## src/rtl/systolic_pkg.sv

```systemverilog
// Shared types and width helpers for the systolic array job sequencer.
package systolic_pkg;

    typedef enum logic [2:0] {
        IDLE,
        LOAD,
        COMPUTE,
        DRAIN,
        DONE
    } seq_state_t;

    // Width helpers used to derive ROW_IDX_W / STG_CNT_W from instance parameters.
    function automatic int unsigned row_idx_w(input int unsigned n);
        return (n > 1) ? $clog2(n) : 1;
    endfunction

    function automatic int unsigned stg_cnt_w(input int unsigned s);
        return (s > 0) ? $clog2(s + 1) : 1;
    endfunction

endpackage

```

## src/rtl/systolic_sequencer_stage_timer.sv

```systemverilog
// Counts STAGE_CYCLES enabled cycles and pulses stage_tick on the last cycle of each stage.
module stage_timer
    import systolic_pkg::*;
#(
    parameter int unsigned STAGE_CYCLES = 4
) (
    input  logic clk,
    input  logic reset_n,
    input  logic clear,
    input  logic enable,
    output logic stage_tick
);

    localparam int unsigned STG_CNT_W = stg_cnt_w(STAGE_CYCLES);

    logic [STG_CNT_W-1:0] count;

    assign stage_tick = enable && (count == STG_CNT_W'(STAGE_CYCLES - 1));

    always_ff @(posedge clk or negedge reset_n) begin
        if (!reset_n) begin
            count <= '0;
        end else if (clear) begin
            count <= '0;
        end else if (enable) begin
            count <= stage_tick ? '0 : count + 1'b1;
        end
    end

endmodule

```

## src/rtl/systolic_sequencer.sv

```systemverilog
// Job-level controller for an N x N weight-stationary systolic array:
// weight load, skewed per-row multiply enables, drain window, done pulse.
module systolic_sequencer
    import systolic_pkg::*;
#(
    parameter int unsigned MATRIX_SIZE  = 4,
    parameter int unsigned DATA_SIZE    = 32,
    parameter int unsigned STAGE_CYCLES = 4,
    parameter int unsigned CNT_W        = 16
) (
    input  logic                           clk,
    input  logic                           reset_n,
    input  logic                           general_enable,
    input  logic                           abort,
    input  logic                           start_valid,
    output logic                           start_ready,
    input  logic [CNT_W-1:0]               num_vectors,
    output logic [MATRIX_SIZE-1:0]         load_weight,
    output logic [$clog2(MATRIX_SIZE)-1:0] weight_row_idx,
    output logic [MATRIX_SIZE-1:0]         enable_mult,
    output logic                           busy,
    output logic                           done
);

    localparam int unsigned ROW_IDX_W = row_idx_w(MATRIX_SIZE);

    if (MATRIX_SIZE < 2 || STAGE_CYCLES < 1 || DATA_SIZE < 1) begin : g_param_check
        $error("systolic_sequencer: MATRIX_SIZE must be >= 2, STAGE_CYCLES >= 1, DATA_SIZE >= 1");
    end

    seq_state_t             state, state_n;
    logic [ROW_IDX_W-1:0]   row, row_n;
    logic [CNT_W:0]         stage, stage_n;
    logic [CNT_W-1:0]       vnum, vnum_n;
    logic [MATRIX_SIZE-1:0] load_n, en_n;
    logic [ROW_IDX_W-1:0]   idx_n;
    logic                   busy_n, done_n;
    logic [CNT_W+1:0]       last_stage;
    logic                   timer_clear, timer_en, stage_tick;

    // Row r multiplies during stages r .. r+V-1 (diagonal skew across rows).
    function automatic logic [MATRIX_SIZE-1:0] row_enables(input logic [CNT_W:0] s,
                                                           input logic [CNT_W-1:0] v);
        logic [MATRIX_SIZE-1:0] m;
        logic [CNT_W+1:0]       se;
        logic [CNT_W+1:0]       re;
        m  = '0;
        se = {1'b0, s};
        for (int unsigned r = 0; r < MATRIX_SIZE; r++) begin
            re   = (CNT_W + 2)'(r);
            m[r] = (se >= re) && (se < re + {2'b00, v});
        end
        return m;
    endfunction

    assign start_ready = (state == IDLE) && general_enable;
    assign last_stage  = {2'b00, vnum} + (CNT_W + 2)'(MATRIX_SIZE - 2);

    assign timer_en    = general_enable && !abort && (state == COMPUTE || state == DRAIN);
    assign timer_clear = general_enable && (abort || !(state == COMPUTE || state == DRAIN));

    stage_timer #(
        .STAGE_CYCLES(STAGE_CYCLES)
    ) u_stage_timer (
        .clk       (clk),
        .reset_n   (reset_n),
        .clear     (timer_clear),
        .enable    (timer_en),
        .stage_tick(stage_tick)
    );

    // Next-state and next-output values; every output is registered below.
    always_comb begin
        state_n = state;
        row_n   = row;
        stage_n = stage;
        vnum_n  = vnum;
        load_n  = '0;
        idx_n   = '0;
        en_n    = '0;
        busy_n  = 1'b0;
        done_n  = 1'b0;

        case (state)
            IDLE: begin
                if (start_valid && start_ready) begin
                    state_n = LOAD;
                    vnum_n  = (num_vectors == '0) ? CNT_W'(1) : num_vectors;
                    row_n   = '0;
                    stage_n = '0;
                    load_n  = MATRIX_SIZE'(1);
                    busy_n  = 1'b1;
                end
            end
            LOAD: begin
                busy_n = 1'b1;
                if (row == ROW_IDX_W'(MATRIX_SIZE - 1)) begin
                    state_n = COMPUTE;
                    row_n   = '0;
                    stage_n = '0;
                    en_n    = row_enables('0, vnum);
                end else begin
                    row_n  = row + 1'b1;
                    load_n = MATRIX_SIZE'(1) << row_n;
                    idx_n  = row_n;
                end
            end
            COMPUTE: begin
                busy_n = 1'b1;
                en_n   = row_enables(stage, vnum);
                if (stage_tick) begin
                    if ({1'b0, stage} == last_stage) begin
                        state_n = DRAIN;
                        stage_n = '0;
                        en_n    = '0;
                    end else begin
                        stage_n = stage + 1'b1;
                        en_n    = row_enables(stage_n, vnum);
                    end
                end
            end
            DRAIN: begin
                busy_n = 1'b1;
                if (stage_tick) begin
                    if (stage == (CNT_W + 1)'(MATRIX_SIZE - 1)) begin
                        state_n = DONE;
                        stage_n = '0;
                        done_n  = 1'b1;
                    end else begin
                        stage_n = stage + 1'b1;
                    end
                end
            end
            DONE: begin
                state_n = IDLE;
                vnum_n  = '0;
            end
            default: begin
                state_n = IDLE;
            end
        endcase

        if (abort && state != IDLE) begin
            state_n = IDLE;
            row_n   = '0;
            stage_n = '0;
            vnum_n  = '0;
            load_n  = '0;
            idx_n   = '0;
            en_n    = '0;
            busy_n  = 1'b0;
            done_n  = 1'b0;
        end
    end

    always_ff @(posedge clk or negedge reset_n) begin
        if (!reset_n) begin
            state          <= IDLE;
            row            <= '0;
            stage          <= '0;
            vnum           <= '0;
            load_weight    <= '0;
            weight_row_idx <= '0;
            enable_mult    <= '0;
            busy           <= 1'b0;
            done           <= 1'b0;
        end else if (general_enable) begin
            state          <= state_n;
            row            <= row_n;
            stage          <= stage_n;
            vnum           <= vnum_n;
            load_weight    <= load_n;
            weight_row_idx <= idx_n;
            enable_mult    <= en_n;
            busy           <= busy_n;
            done           <= done_n;
        end
    end

endmodule

```

## config.mk

```make
export PLATFORM = sky130hd
export DESIGN_NAME = systolic_sequencer
export DESIGN_NICKNAME = d
export VERILOG_FILES = /design/src/rtl/systolic_pkg.sv /design/src/rtl/systolic_sequencer_stage_timer.sv /design/src/rtl/systolic_sequencer.sv
export SDC_FILE = /design/constraint.sdc
export NUM_CORES = 1
export LEC_CHECK = 0
export CAP_MARGIN = 15
export CORE_MARGIN = 8
export CORE_UTILIZATION = 50
export CTS_BUF_LIST = sky130_fd_sc_hd__clkbuf_4 sky130_fd_sc_hd__clkbuf_8 sky130_fd_sc_hd__clkbuf_16
export DETAILED_ROUTE_END_ITERATION = 10
export GPL_ROUTABILITY_DRIVEN = 0
export GPL_TIMING_DRIVEN = 0
export PLACE_DENSITY = 0.68
export REMOVE_ABC_BUFFERS = 1
export SYNTH_ARGS = -nofsm -noshare
export SYNTH_HDL_FRONTEND = slang
export SYNTH_SLANG_ARGS = --single-unit
```

## constraint.sdc

```tcl
create_clock -name clk -period 4 [get_ports clk]
set_input_delay 0.4 -clock clk [delete_from_list [all_inputs] [get_ports clk]]
set_output_delay 0.4 -clock clk [all_outputs]
set_load 0.02 [all_outputs]
```

==> metrics.csv <==
stage,metric,value,unit
flow_run,# Max-Cap Violations,0,
placed_design,HPWL Detailed,15.6,mm
timing,part of the cycle the worst path needs,95.2,%
worst_setup_path,crit end category,flip-flop,
synth,"FF+latch count, synth",53,
floorplanning,Core Area,12700,sq um
drt,routed vias,6035,
drt,vias per cell,6.31,
timing,Final WS setup,192,ps
timing,setup TNS,0,ps
synth,Post-Synthesis Cells,774,
placed_design,pre-CTS WS,-569,ps
global_route,Global Route Usage Sum,23.8,%
worst_setup_path,"Data required, critical path",4240,ps
timing,Final Critical Period,3810,ps
global_route,largest net degree at the start of global routing,31,
drt,wire length per cell,20.5,um
synth,Post-synth EDFFs,0,
power_and_ir_drop,Power Density,426,nW/um^2
floorplanning,starting density of the core,51.5,%
synth,Yosys warning count,0,
floorplanning,Chip Height,130,um
worst_setup_path,CP arrival,4050,ps
power_and_ir_drop,Peak VDD IR,0.364,mV
floorplanning,Rows,41,
drt,1st-pass router iterations,7,
drt,final WL,19.6,mm
drt,1st-iter DRT viols,568,
worst_setup_path,Crit Path Class,reg2reg,
timing,RSZ-0062 raised after global routing,no,
global_route,initial antenna violation count,1,
layout,layout cell share with drive strength beyond 1,5.10,%
drt,remaining routing DRC violations,0,
layout,ant diodes,0,
clock_tree,TritonCTS clock tree,yes,
synth,syn avg cell area,8.43,sq um
drt,post-route ant nets,0,
layout,Area Overhead vs Synth,10.8,%
clock_tree,Worst-path clk slew,80,ps
global_route,GRT overflow,0,
power_and_ir_drop,leakage power,0.00339,uW
floorplanning,I/O Pins,34,
worst_hold_path,Hold Crit Class,in2async,
timing,fmax,263,MHz
worst_setup_path,crit path max fanout,9,
clock_tree,clk buf depth,2,
floorplanning,die width,130,um
synth,ys flop type,dfrtp_1,
timing,Least-Margin Pin Slew,934,ps
timing,Worst Skew,14.8,ps
synth,register area share after synthesis,20.3,%
clock_tree,CTS sink count,53,
timing,Setup-failing EPs final,0,
clock_tree,Root Buffer,clkbuf_16,
timing,final max-slew violation count,0,
global_route,first-pass GRT wire length,31.3,mm
timing,Slew headroom,36.1,%
clock_tree,CTS buffer count,5,
run_status,status,"finished, final reports clean",
layout,final net count,951,
clock_tree,H-tree depth,2,
worst_setup_path,Worst Setup Start Kind,flip-flop,
synth,Yosys cell types,59,
timing,final hold vios,0,
global_route,number of global-route vias before repair,5896,
clock_tree,CTS Hold Buffers Added,0,
synth,asr flop ratio synth,100,%
synth,"Cell Area, Synth",6530,sq um
floorplanning,full die area,17000,sq um
clock_tree,Clock Latency Late Sink,320,ps
placed_design,Buffers on Ports,33,
critical path: stages (launching register included):
cell and delay (ps):
dfrtp_2 480, clkinv_2 180, nor4_4 420, and3_1 220, nand2_1 140, nor2_2 230
nand3_1 120, xnor2_1 280, ha_1 290, nand3_1 120, nor3_2 80, nand2_1 190
nand2_2 180, a2111oi_1 480, o31ai_2 210, nand3_1 120
logic make-up (layout without fill, tap and decap cells):
kind of cell / Yosys count / in the layout / synth area share (%)
fa+ha+maj: 145 / 145 / 27.8
xor+xnor: 58 / 58 / 7.78
mux: 2 / 2 / 0.307
flops: 53 / 53 / 20.3
simple gates: 254 / 254 / 19.8
buf+inv: 69 / 80 / 4.12
compound gates: 193 / 193 / 19.9
routing by layer:
layer  global-route usage, %  vias to the layer above  wire length, um
li1                        -                     2886                -
met1                    30.4                     2882             8490
met3                    4.49                       47             1310
met4                    9.77                        2              616
met2                    38.6                      218             9150
met5                       0                        -               10
final cells by class:
type | count | area [sq um]
clock buffers | 5 | 125
fillers | 1162 | 5440
inverters | 33 | 129
flip-flops and latches | 53 | 1330
repair buffers | 40 | 400
clock inverters | 2 | 13.8
well taps | 172 | 215
multi-input cells | 652 | 5020
Yosys cell counts, types with 10 or more instances:
cell	instances	area share (%)
o21ai_0	43	3.3
inv_1	29	1.7
nand4_1	20	1.9
a21o_1	20	2.3
dfrtp_1	53	20
xnor2_1	51	6.8
a22o_1	23	3.1
ha_1	145	28
a21oi_1	37	2.8
clkbuf_1	27	1.6
nand3_1	30	2.3
nor2_1	60	3.5
nor3_1	17	1.3
nand2_1	65	3.7
and3_1	10	0.96
nor4_1	10	0.96
state kept, by name (all words and copies together), names as in the netlist:
signal               cells
vnum                    16
row                      2
load_weight              4
stage                   17
done                     1
busy                     1
state                    3
enable_mult              4
weight_row_idx           2
u_stage_timer.count      3
through the flow:
| step | hold slack (ps) | power, uW | cells | cell area [sq um] | utilization [%] |
|---|---|---|---|---|---|
| after floorplan | 104 | 2000 | 738 | 6380 | - |
| after CTS | 107 | 3020 | 952 | 7130 | 56.2 |
| after detailed placement | 444 | 2550 | 945 | 6950 | 54.8 |
| after global routing | 131 | 3330 | 957 | 7230 | 57.1 |
| after global placement | 466 | 2480 | 943 | 6930 | 54.7 |
| final | 92.5 | 3080 | 957 | 7230 | 57.1 |
path summary, 6_finish.rpt:
path	startpoint	to	slack [ps]	cells after the start
worst max-delay path	vnum[3]	enable_mult[0]	190	15
max in group asynchronous	reset_n	vnum[12]	3320	2
worst min register to register	u_stage_timer.count[0]	u_stage_timer.count[0]	490	1
worst min-delay path	reset_n	stage[8]	90	1
min in group clk	u_stage_timer.count[0]	u_stage_timer.count[0]	490	1
worst max register to register	vnum[3]	enable_mult[0]	190	15
power by group:
group	switching, uW	internal (uW)	leakage [uW]
sequential	251	638	0.000716
clock	210	230	0.0000701
combinational	1020	731	0.00260
total	1480	1600	0.00339
cell usage in the layout (no fill, tap or decap), types with 8 or more instances in the layout:
| cell | synthesis | final |
|---|---|---|
| o21ai_0 | 43 | 43 |
| nor2b_1 | 8 | 8 |
| and3_1 | 10 | 10 |
| a22o_1 | 23 | 23 |
| nor3_1 | 17 | 16 |
| nor2_1 | 60 | 58 |
| a21oi_1 | 37 | 37 |
| xnor2_1 | 51 | 50 |
| ha_1 | 145 | 144 |
| clkdlybuf4s50_1 | 0 | 32 |
| nand2_1 | 65 | 64 |
| nor4_1 | 10 | 9 |
| inv_1 | 29 | 29 |
| nand4_1 | 20 | 20 |
| a31oi_1 | 8 | 8 |
| nand3_1 | 30 | 30 |
| dfrtp_1 | 53 | 50 |
| a21o_1 | 20 | 20 |
repair_timing:
item                                    CTS  global route
setup buffers                             0             5
endpoints found under the setup margin   22            22
gates resized for setup                  11            12
pin swaps                                 0             1
Power figures use the tool's default switching activity.
